**config.mk**
```make
export PLATFORM = sky130hd
export DESIGN_NAME = task_ctrl_param
export DESIGN_NICKNAME = d
export VERILOG_FILES = /design/src/rtl/task_ctrl_param.sv
export SDC_FILE = /design/constraint.sdc
export NUM_CORES = 1
export LEC_CHECK = 0
export ABC_AREA = 1
export CORE_MARGIN = 4
export CORE_UTILIZATION = 50
export CTS_CLUSTER_SIZE = 14
export DETAILED_ROUTE_END_ITERATION = 10
export GPL_TIMING_DRIVEN = 0
export PLACE_DENSITY = 0.74
export SYNTH_ARGS = -nofsm -noshare
export SYNTH_HDL_FRONTEND = slang
export SYNTH_SLANG_ARGS = --single-unit
```
**constraint.sdc**
```tcl
create_clock -name CLK -period 3.2 [get_ports CLK]
set_clock_uncertainty 0.2 [all_clocks]
set_input_delay 0.48 -clock CLK [delete_from_list [all_inputs] [get_ports CLK]]
set_output_delay 0.48 -clock CLK [all_outputs]
set_load 0.02 [all_outputs]
```
**src/rtl/task_ctrl_param.sv**
```systemverilog
`default_nettype none
// ============================================================================
// Module : task_ctrl_param
// Per-task scheduler control: op-bus decode, state, priority aging, wait timer.
// Rev    : 1.0  initial release
// ============================================================================
module task_ctrl_param #(
    parameter logic [3:0]       TASK_ID      = 4'd6,
    parameter int               PRIO_W       = 4,
    parameter int               HIT_W        = 8,
    parameter int               AGING_PERIOD = 10000,
    parameter int               WAIT_UNIT    = 256,
    parameter logic [HIT_W-1:0] INIT_HIT     = HIT_W'(8'h80)
) (
    input  logic                CLK,
    input  logic                RST_N,
    input  logic [15:0]         in_op,
    output logic [3+PRIO_W:0]   out_sorter,
    output logic [2:0]          out_state,
    output logic                out_done
);

    localparam int AGE_W  = $clog2(AGING_PERIOD);
    localparam int WAIT_W = $clog2(15 * WAIT_UNIT + 1);

    localparam logic [AGE_W-1:0]  C_AGE_LAST  = AGE_W'(AGING_PERIOD - 1);
    localparam logic [WAIT_W-1:0] C_WAIT_UNIT = WAIT_W'(WAIT_UNIT);

    localparam logic [3:0] OP_READY   = 4'h1;
    localparam logic [3:0] OP_SUSPEND = 4'h2;
    localparam logic [3:0] OP_WAIT    = 4'h3;
    localparam logic [3:0] OP_KILL    = 4'h4;
    localparam logic [3:0] OP_SETPRIO = 4'h5;
    localparam logic [3:0] OP_SETHIT  = 4'h6;
    localparam logic [3:0] OP_EXEC    = 4'h7;
    localparam logic [3:0] OP_KILL2   = 4'hC;
    localparam logic [3:0] OP_FINISH  = 4'hF;

    typedef enum logic [2:0] {
        ST_READY = 3'd0,
        ST_SUSP  = 3'd1,
        ST_WAIT  = 3'd2,
        ST_TERM  = 3'd3,
        ST_RUN   = 3'd4
    } state_t;

    state_t              state_q, state_d;
    logic [PRIO_W-1:0]   prio_q, prio_d;
    logic [HIT_W-1:0]    hits_q, hits_d;
    logic [AGE_W-1:0]    age_q, age_d;
    logic [WAIT_W-1:0]   wait_q, wait_d;
    logic [3+PRIO_W:0]   sorter_q;
    logic                done_q;
    logic                term_seen_q;

    logic [3:0] id_w, opc_w, opnd_w;
    logic       bcast_ok_w, hit_w;
    logic       unused_bits_w;

    assign id_w          = in_op[11:8];
    assign opc_w         = in_op[7:4];
    assign opnd_w        = in_op[3:0];
    assign unused_bits_w = ^in_op[15:12];

    assign bcast_ok_w = (opc_w == OP_READY) || (opc_w == OP_SUSPEND) ||
                        (opc_w == OP_KILL)  || (opc_w == OP_KILL2);
    assign hit_w      = (id_w == TASK_ID) || ((id_w == 4'hF) && bcast_ok_w);

    always_comb begin
        state_d = state_q;
        prio_d  = prio_q;
        hits_d  = hits_q;
        age_d   = age_q;
        wait_d  = wait_q;

        // Background aging and wait expiry first, so explicit ops below win.
        if (state_q == ST_READY) begin
            if (age_q == C_AGE_LAST) begin
                age_d = '0;
                if (prio_q != '1) prio_d = prio_q + PRIO_W'(1);
            end else begin
                age_d = age_q + AGE_W'(1);
            end
        end
        if (state_q == ST_WAIT) begin
            wait_d = wait_q - WAIT_W'(1);
            if (wait_q == WAIT_W'(1)) state_d = ST_READY;
        end

        if (hit_w && (state_q != ST_TERM)) begin
            case (opc_w)
                OP_READY: begin
                    if ((state_q == ST_SUSP) || (state_q == ST_WAIT)) begin
                        state_d = ST_READY;
                        wait_d  = '0;
                    end
                end
                OP_SUSPEND: begin
                    if ((state_q == ST_READY) || (state_q == ST_RUN) || (state_q == ST_WAIT))
                        state_d = ST_SUSP;
                end
                OP_WAIT: begin
                    if ((opnd_w != 4'd0) && ((state_q == ST_READY) || (state_q == ST_RUN))) begin
                        state_d = ST_WAIT;
                        wait_d  = WAIT_W'(opnd_w) * C_WAIT_UNIT;
                    end
                end
                OP_KILL, OP_KILL2: state_d = ST_TERM;
                OP_SETPRIO:        prio_d  = PRIO_W'(opnd_w);
                OP_SETHIT:         hits_d  = HIT_W'(opnd_w);
                OP_EXEC: begin
                    if ((state_q == ST_READY) && (hits_q != '0)) begin
                        state_d = ST_RUN;
                        hits_d  = hits_q - HIT_W'(1);
                        age_d   = '0;
                        prio_d  = '0;
                    end
                end
                OP_FINISH: begin
                    if (state_q == ST_RUN) begin
                        if (hits_q == '0) begin
                            state_d = ST_TERM;
                        end else begin
                            state_d = ST_READY;
                            age_d   = '0;
                        end
                    end
                end
                default: ;
            endcase
        end
    end

    always_ff @(posedge CLK) begin
        if (!RST_N) begin
            state_q     <= ST_READY;
            prio_q      <= '0;
            hits_q      <= INIT_HIT;
            age_q       <= '0;
            wait_q      <= '0;
            sorter_q    <= '0;
            done_q      <= 1'b0;
            term_seen_q <= 1'b0;
        end else begin
            state_q     <= state_d;
            prio_q      <= prio_d;
            hits_q      <= hits_d;
            age_q       <= age_d;
            wait_q      <= wait_d;
            // Sorter word and done pulse lag the registered state by one edge.
            sorter_q    <= (state_q == ST_READY) ? {TASK_ID, prio_q} : '0;
            done_q      <= (state_q == ST_TERM) && !term_seen_q;
            term_seen_q <= (state_q == ST_TERM);
        end
    end

    assign out_sorter = sorter_q;
    assign out_state  = state_q;
    assign out_done   = done_q;

endmodule
`default_nettype wire

```
==> metrics, run 1 <==
Worst path top cell family by delay=simple AND/OR/NAND/NOR gates; initial antenna violation count=0; Core ar.=5640 µm²; CTS root buf=clkbuf_8; Top FF cell, synth=dfxtp_1; GRT Overall Usage=18.4%; Yosys cell types=35; status=finished clean; Peak Freq=0.444 GHz; endpoints failing setup=0; DR iter-0 viols=111; Die ar.=7240 µm²; H-tree depth=2; via/cell ratio=5.01; Hold Crit Class=register to register; Post-Syn Instances=449; sequential cell area fraction in the yosys report=32.4%; minimum clock period=2.25 ns; PostCTS Resize Cnt=0; CTS tree=yes; metal2 WL=2860 µm; Clock transition at path regs=0.08 ns; Synth top area share=32.4%; Post-route DRC=0; Peak VDD IR=0.150 mV; placement row count=27; area grow syn2layout=13.5%; Routed Antenna Nets=0; # Post-CTS Setup Buffers=0; crit-path cells=clkdlybuf4s50_1, inv_1, nor2_1, nand2_1, nand3_2, nand2_1, nand2_2, nand2_4, nor3_2, nand2_2, nand2_4, nor2_1; syn_area_per_cell=6.62 µm²; DR vias=2767; met3 wire len=231 µm; number of max-cap violations=0; wire per inst=11.4 µm; number of synthesized flops with an enable pin=0; Post-DP HPWL=4930 µm; Yosys Warn Count=0; fin. max-slew vios=0; Synth area leaders=dfxtp_1 32%, nand2_1 12%, nor2_1 9.5%; reg2reg start=hits_q[0]; FF-to-FF End=age_q[9]; Detailed Route WL=6280 µm; max layer used=met4; Min-Delay Endpoint=out_done; cts hold-fix bufs=0; worst-margin pin slew=0.531 ns; pwr/cell area=327 nW/µm²; post-synthesis register bit count=48; leakage dissipation=0.00156 µW; Max clock buf depth=2; Worst Min Path Start=term_seen_q; routed length on met1=3120 µm; R2R Setup Slk=1.09 ns; Worst EP arrival=2.24 ns; Setup CP Type=input port to register; total chip power=1100 µW; Slowest-stage cell, CP=clkdlybuf4s50_1; Max Fanout on Critical Path=8; number of global-route vias before repair=2578; CTS Sinks=48; Crit path required time=3.19 ns; async set-reset flop share out of synthesis=0%; Startpoint Class=input port; Clock Latency Late Sink=0.30 ns; Starting Density=52.7%; gp weighted congestion=0.911; most frequent cell after synthesis=nand2_1; I/O pins=30; proportion of layout cells with a drive suffix above 1=8.96%; unrepaired setup endpoints after global routing=no; CP Capture Type=register; slowest stage delay, CP=0.54 ns; period utilization=70.5%; Port Buffer Count=22; most frequent cells after synthesis=96 x nand2_1, 75 x nor2_1, 64 x inv_1; n_diodes=0; largest net degree at the start of global routing=16; first-pass GRT wire length=11200 µm; Final #Nets=503; Slew headroom=64.6%; Filler cells=532; die height=85.1 µm; first-pass detailed-route iteration total=5; Worst Path Buf+Inv=2; Die Width=85.1 µm; Final Hold Fails=0; mapped cell area=2970 µm²; total gr overflow=0; Fin Setup TNS=0 ns; CTS Buf Count=5; worst reg2reg path depth=11; hold path cells=1; post-synth top area cell=dfxtp_1
-- per-stage QoR --
step	setup WS, ns	hold WS, ns	utilization, %	std cells	instance area [µm²]
2_1_floorplan	1.40	0.174	-	450	2970
3_3_place_gp	0.658	0.185	58.2	544	3280
3_5_place_dp	0.648	0.187	58.2	544	3280
4_1_cts	0.967	0.199	59.8	552	3370
5_1_grt	0.752	0.214	59.8	552	3370
6_report	0.945	0.195	59.8	552	3370
-- flip-flops by register name, indices dropped and copies added, names as in the netlist --
signal       count
age_q           14
wait_q          12
hits_q           8
out_sorter       5
prio_q           4
out_state        3
out_done         1
term_seen_q      1
-- worst max path at each step --
stage | from | end | slack (ns) | cells after the start
2_1_floorplan | out_state[1] | wait_q[8] | 1.40 | 8
3_3_place_gp | in_op[5] | wait_q[1] | 0.66 | 12
3_5_place_dp | in_op[5] | wait_q[6] | 0.65 | 12
4_1_cts | in_op[5] | wait_q[1] | 0.97 | 12
5_1_grt | in_op[5] | hits_q[1] | 0.75 | 12
6_report | in_op[5] | wait_q[1] | 0.95 | 12
-- cells in the final DEF (no fill, tap or decap), types with 2 or more instances in the layout --
master	netlist	final
a21oi_1	13	13
clkinv_2	0	2
nand3_2	2	2
ha_1	6	6
nor4_1	4	4
nand2_2	6	6
nor2_1	75	75
inv_1	64	64
and3_1	2	2
dfxtp_1	48	48
nor2_4	3	3
nor3_1	14	14
o21ai_0	16	16
buf_4	3	3
clkbuf_8	1	6
xor2_1	20	20
nand4_1	9	9
nor3_2	3	3
xnor2_1	2	2
nand3b_1	2	2
clkdlybuf4s50_1	0	22
o21ai_2	2	2
nand2_1	96	96
or2_2	2	2
conb_1	1	2
nor2_2	2	2
inv_2	3	3
nand3_1	38	38
nand2_4	3	3
buf_6	2	2
-- report_power, final --
part / switching, µW / total [µW] / internal [µW]
Sequential: 7.33 / 613 / 606
Combinational: 79.4 / 133 / 53.9
Clock: 202 / 355 / 153
Total: 289 / 1100 / 812
-- cell type report --
class	count	area, µm²	share of cell area (%)
clock buffers	5	68.8	2.04
well taps	72	90.1	2.67
repair buffers	22	220	6.53
flip-flops and latches	48	961	28.5
clock inverters	3	18.8	0.557
inverters	67	251	7.46
multi-input cells	328	1700	50.4
plain buffers	7	62.6	1.86
-- worst reg2reg max path, cell delays in order, from the launching register on --
cell	delay [ns]
dfxtp_1	0.37
inv_1	0.08
ha_1	0.21
nand3_1	0.08
nor2_1	0.09
o21ai_0	0.30
nand2_1	0.15
nor2_4	0.14
nand2_2	0.08
nand2_2	0.10
buf_6	0.15
nor2_1	0.05
-- cells by family (layout without fill, tap and decap cells) --
kind of cell | after synthesis | after routing | share of synthesized area (%)
fa+ha+maj | 6 | 6 | 2.53
simple gates | 262 | 262 | 40.8
other cells | 1 | 2 | 0.126
flops | 48 | 48 | 32.4
buf+inv | 74 | 104 | 10.6
compound gates | 36 | 36 | 7.16
xor+xnor | 22 | 22 | 6.49
-- metal layers --
| layer | vias up | track usage (%) |
|---|---|---|
| li1 | 1476 | - |
| met1 | 1238 | 23.9 |
| met2 | 46 | 31.6 |
| met3 | 7 | 3.01 |
| met4 | 0 | 4.46 |
| met5 | - | 0 |
Note: power is estimated with default switching activity, not from simulation.
==> inputs of run 2 (changes only) <==
--- a/config.mk
+++ b/config.mk
@@ -11,7 +11,7 @@
 export CTS_CLUSTER_SIZE = 14
 export DETAILED_ROUTE_END_ITERATION = 10
 export GPL_TIMING_DRIVEN = 0
-export PLACE_DENSITY = 0.74
+export PLACE_DENSITY = 0.77
 export SYNTH_ARGS = -nofsm -noshare
 export SYNTH_HDL_FRONTEND = slang
 export SYNTH_SLANG_ARGS = --single-unit
==> constraint.sdc (replaced) <==
create_clock -name CLK -period 1.9 [get_ports CLK]
set_clock_uncertainty 0.2 [all_clocks]
set_input_delay 0.285 -clock CLK [delete_from_list [all_inputs] [get_ports CLK]]
set_output_delay 0.285 -clock CLK [all_outputs]
set_load 0.02 [all_outputs]
==> metrics, run 2 (synthesis gave the netlist of run 1 again) <==
Starting Density=52.7% (unchanged); Top Registers=age_q (14), wait_q (12), hits_q (8); cts hold-fix bufs=0 (unchanged); Max clock buf depth=2 (unchanged); Min-Delay Endpoint=hits_q[0]; n_diodes=0 (unchanged); Worst EP arrival=1.84 ns (-0.40 ns); Slowest-stage cell, CP=dfxtp_2; period utilization=97.1%; wire per inst=11.8 µm (+3.6%); area grow syn2layout=20.8%; hold path cells=3 (+2); H-tree depth=2 (unchanged); worst-margin pin slew=0.522 ns (-0.00865 ns); largest net degree at the start of global routing=15 (-1); die height=85.1 µm (unchanged); GRT Overall Usage=18.6% (+0.21 points); number of global-route vias before repair=2663 (+3.3%); number of max-cap violations=0 (unchanged); leakage dissipation=0.00165 µW (+6.4%); Routed Antenna Nets=0 (unchanged); Post-route DRC=0 (unchanged); total gr overflow=0 (unchanged); Max Fanout on Critical Path=10 (+2); slowest stage delay, CP=0.35 ns (-0.19 ns); pwr/cell area=558 nW/µm² (+71%); Worst Min Path Start=RST_N; final core occ=63.6% (+3.8 points); CTS Buf Count=5 (unchanged); Setup CP Type=register to register; via/cell ratio=5.07 (+1.2%); Peak VDD IR=0.400 mV (+170%); Startpoint Class=register; Crit path required time=1.89 ns (-1.30 ns); WP depth=11 (-1); Final #Nets=513 (+2.0%); gp weighted congestion=0.914 (+0.42%); CP Capture Type=register; Worst Path Buf+Inv=2 (unchanged); FF-to-FF End=age_q[0]; Post-DP HPWL=4840 µm (-1.9%); CTS root buf=clkbuf_8; Peak Freq=0.542 GHz; Die ar.=7240 µm² (unchanged); fin. max-slew vios=0 (unchanged); most flop-heavy register=age_q; first-pass GRT wire length=11200 µm (+0.55%); max reg flops=14 (unchanged); commonest non-fill, non-tap cells in the layout=94 x nand2_1, 67 x nor2_1, 62 x inv_1; endpoints failing setup=0 (unchanged); Worst path top cell family by delay=simple AND/OR/NAND/NOR gates; CTS tree=yes; Final Non-Filler Cells=562 (+1.8%); worst reg2reg path depth=11 (unchanged); CTS Sinks=48 (unchanged); first-pass detailed-route iteration total=4 (-1); Placed Cells=544 (unchanged); initial antenna violation count=0 (unchanged); placement row count=27 (unchanged); Die Width=85.1 µm (unchanged); R2R Setup Slk=0.05 ns (-1.04 ns); status=finished clean; reg2reg start=hits_q[0]; proportion of layout cells with a drive suffix above 1=15.1% (+6.1 points); I/O pins=30 (unchanged); minimum clock period=1.85 ns; crit-path cells=inv_1, ha_1, nand3_2, nor2_4, o21ai_4, nand2_2, nor2_4, nand2_2, nand2_2, buf_6, nor2_1; Final Hold Fails=0 (unchanged); DR vias=2850 (+3.0%); Clock transition at path regs=0.08 ns (about the same); Port Buffer Count=22 (unchanged); Slew headroom=65.2% (+0.58 points); unrepaired setup endpoints after global routing=yes; DR iter-0 viols=112 (+0.90%); Hold Crit Class=input port to register; Core ar.=5640 µm² (unchanged); CP most frequent cell=nand2_2; Clock Latency Late Sink=0.31 ns (about the same); Detailed Route WL=6620 µm (+5.5%); commonest non-fill, non-tap cell in the layout=nand2_1
==> run 2: routing by layer <==
metal	part of all wire (%)	track usage [%]	up-vias
met4	1.5	6.33	0
met3	3.5	3.40	10
met2	47	31.9	51
met5	0	0	-
li1	-	-	1493
met1	48	23.3	1296
==> run 2: how the worst max path moves through the flow <==
stage	start	endpoint	slack [ns]
after floorplan	out_state[1]	wait_q[8]	0.10
after global placement	in_op[5]	age_q[9]	-0.45
after detailed placement	in_op[5]	wait_q[7]	-0.47
after CTS	hits_q[0]	age_q[1]	0.005
after global routing	age_q[1]	age_q[12]	-0.04
final	hits_q[0]	age_q[0]	0.05
==> run 2: per-stage QoR <==
| step | total power, µW | setup WS, ns | hold slack (ns) | cell area [µm²] | TNS, ns |
|---|---|---|---|---|---|
| floorplan | 1200 | 0.104 | 0.174 | 2970 | 0 |
| global placement | 1270 | -0.449 | 0.183 | 3280 | -15.98 |
| detailed placement | 1280 | -0.473 | 0.192 | 3280 | -16.85 |
| CTS | 2000 | 0.00516 | 0.0305 | 3450 | 0 |
| global route | 2080 | -0.0396 | 0.0359 | 3590 | -0.0744 |
| finish | 2000 | 0.0548 | 0.0418 | 3590 | 0 |
==> run 2: worst reg2reg max path: cells and delay by family (launching register included) <==
| family | cells | cell delay, ns |
|---|---|---|
| simple gates | 7 | 0.59 |
| fa+ha+maj | 1 | 0.22 |
| buf+inv | 2 | 0.22 |
| compound gates | 1 | 0.17 |
| flops | 1 | 0.35 |
==> run 2: cell type report <==
class / instances / area (µm²)
inverters: 67 / 254
well taps: 72 / 90.1
multi-input cells: 328 / 1810
repair buffers: 32 / 293
flip-flops and latches: 48 / 967
clock buffers: 6 / 72.6
fillers: 516 / 2050
clock inverters: 2 / 35.0
plain buffers: 7 / 62.6
==> run 2: repair_timing <==
item                                    4_1_cts  5_1_grt
gates resized for setup                      13       29
buffers inserted                              6        4
endpoints found under the setup margin       41       36
pin swaps                                     5        7
gates cloned                                  0        0
==> run 2: report_power, final <==
| group | switching [µW] | internal (µW) |
|---|---|---|
| Combinational | 141 | 98.4 |
| Clock | 340 | 391 |
| Sequential | 12.9 | 1020 |
| Total | 495 | 1510 |
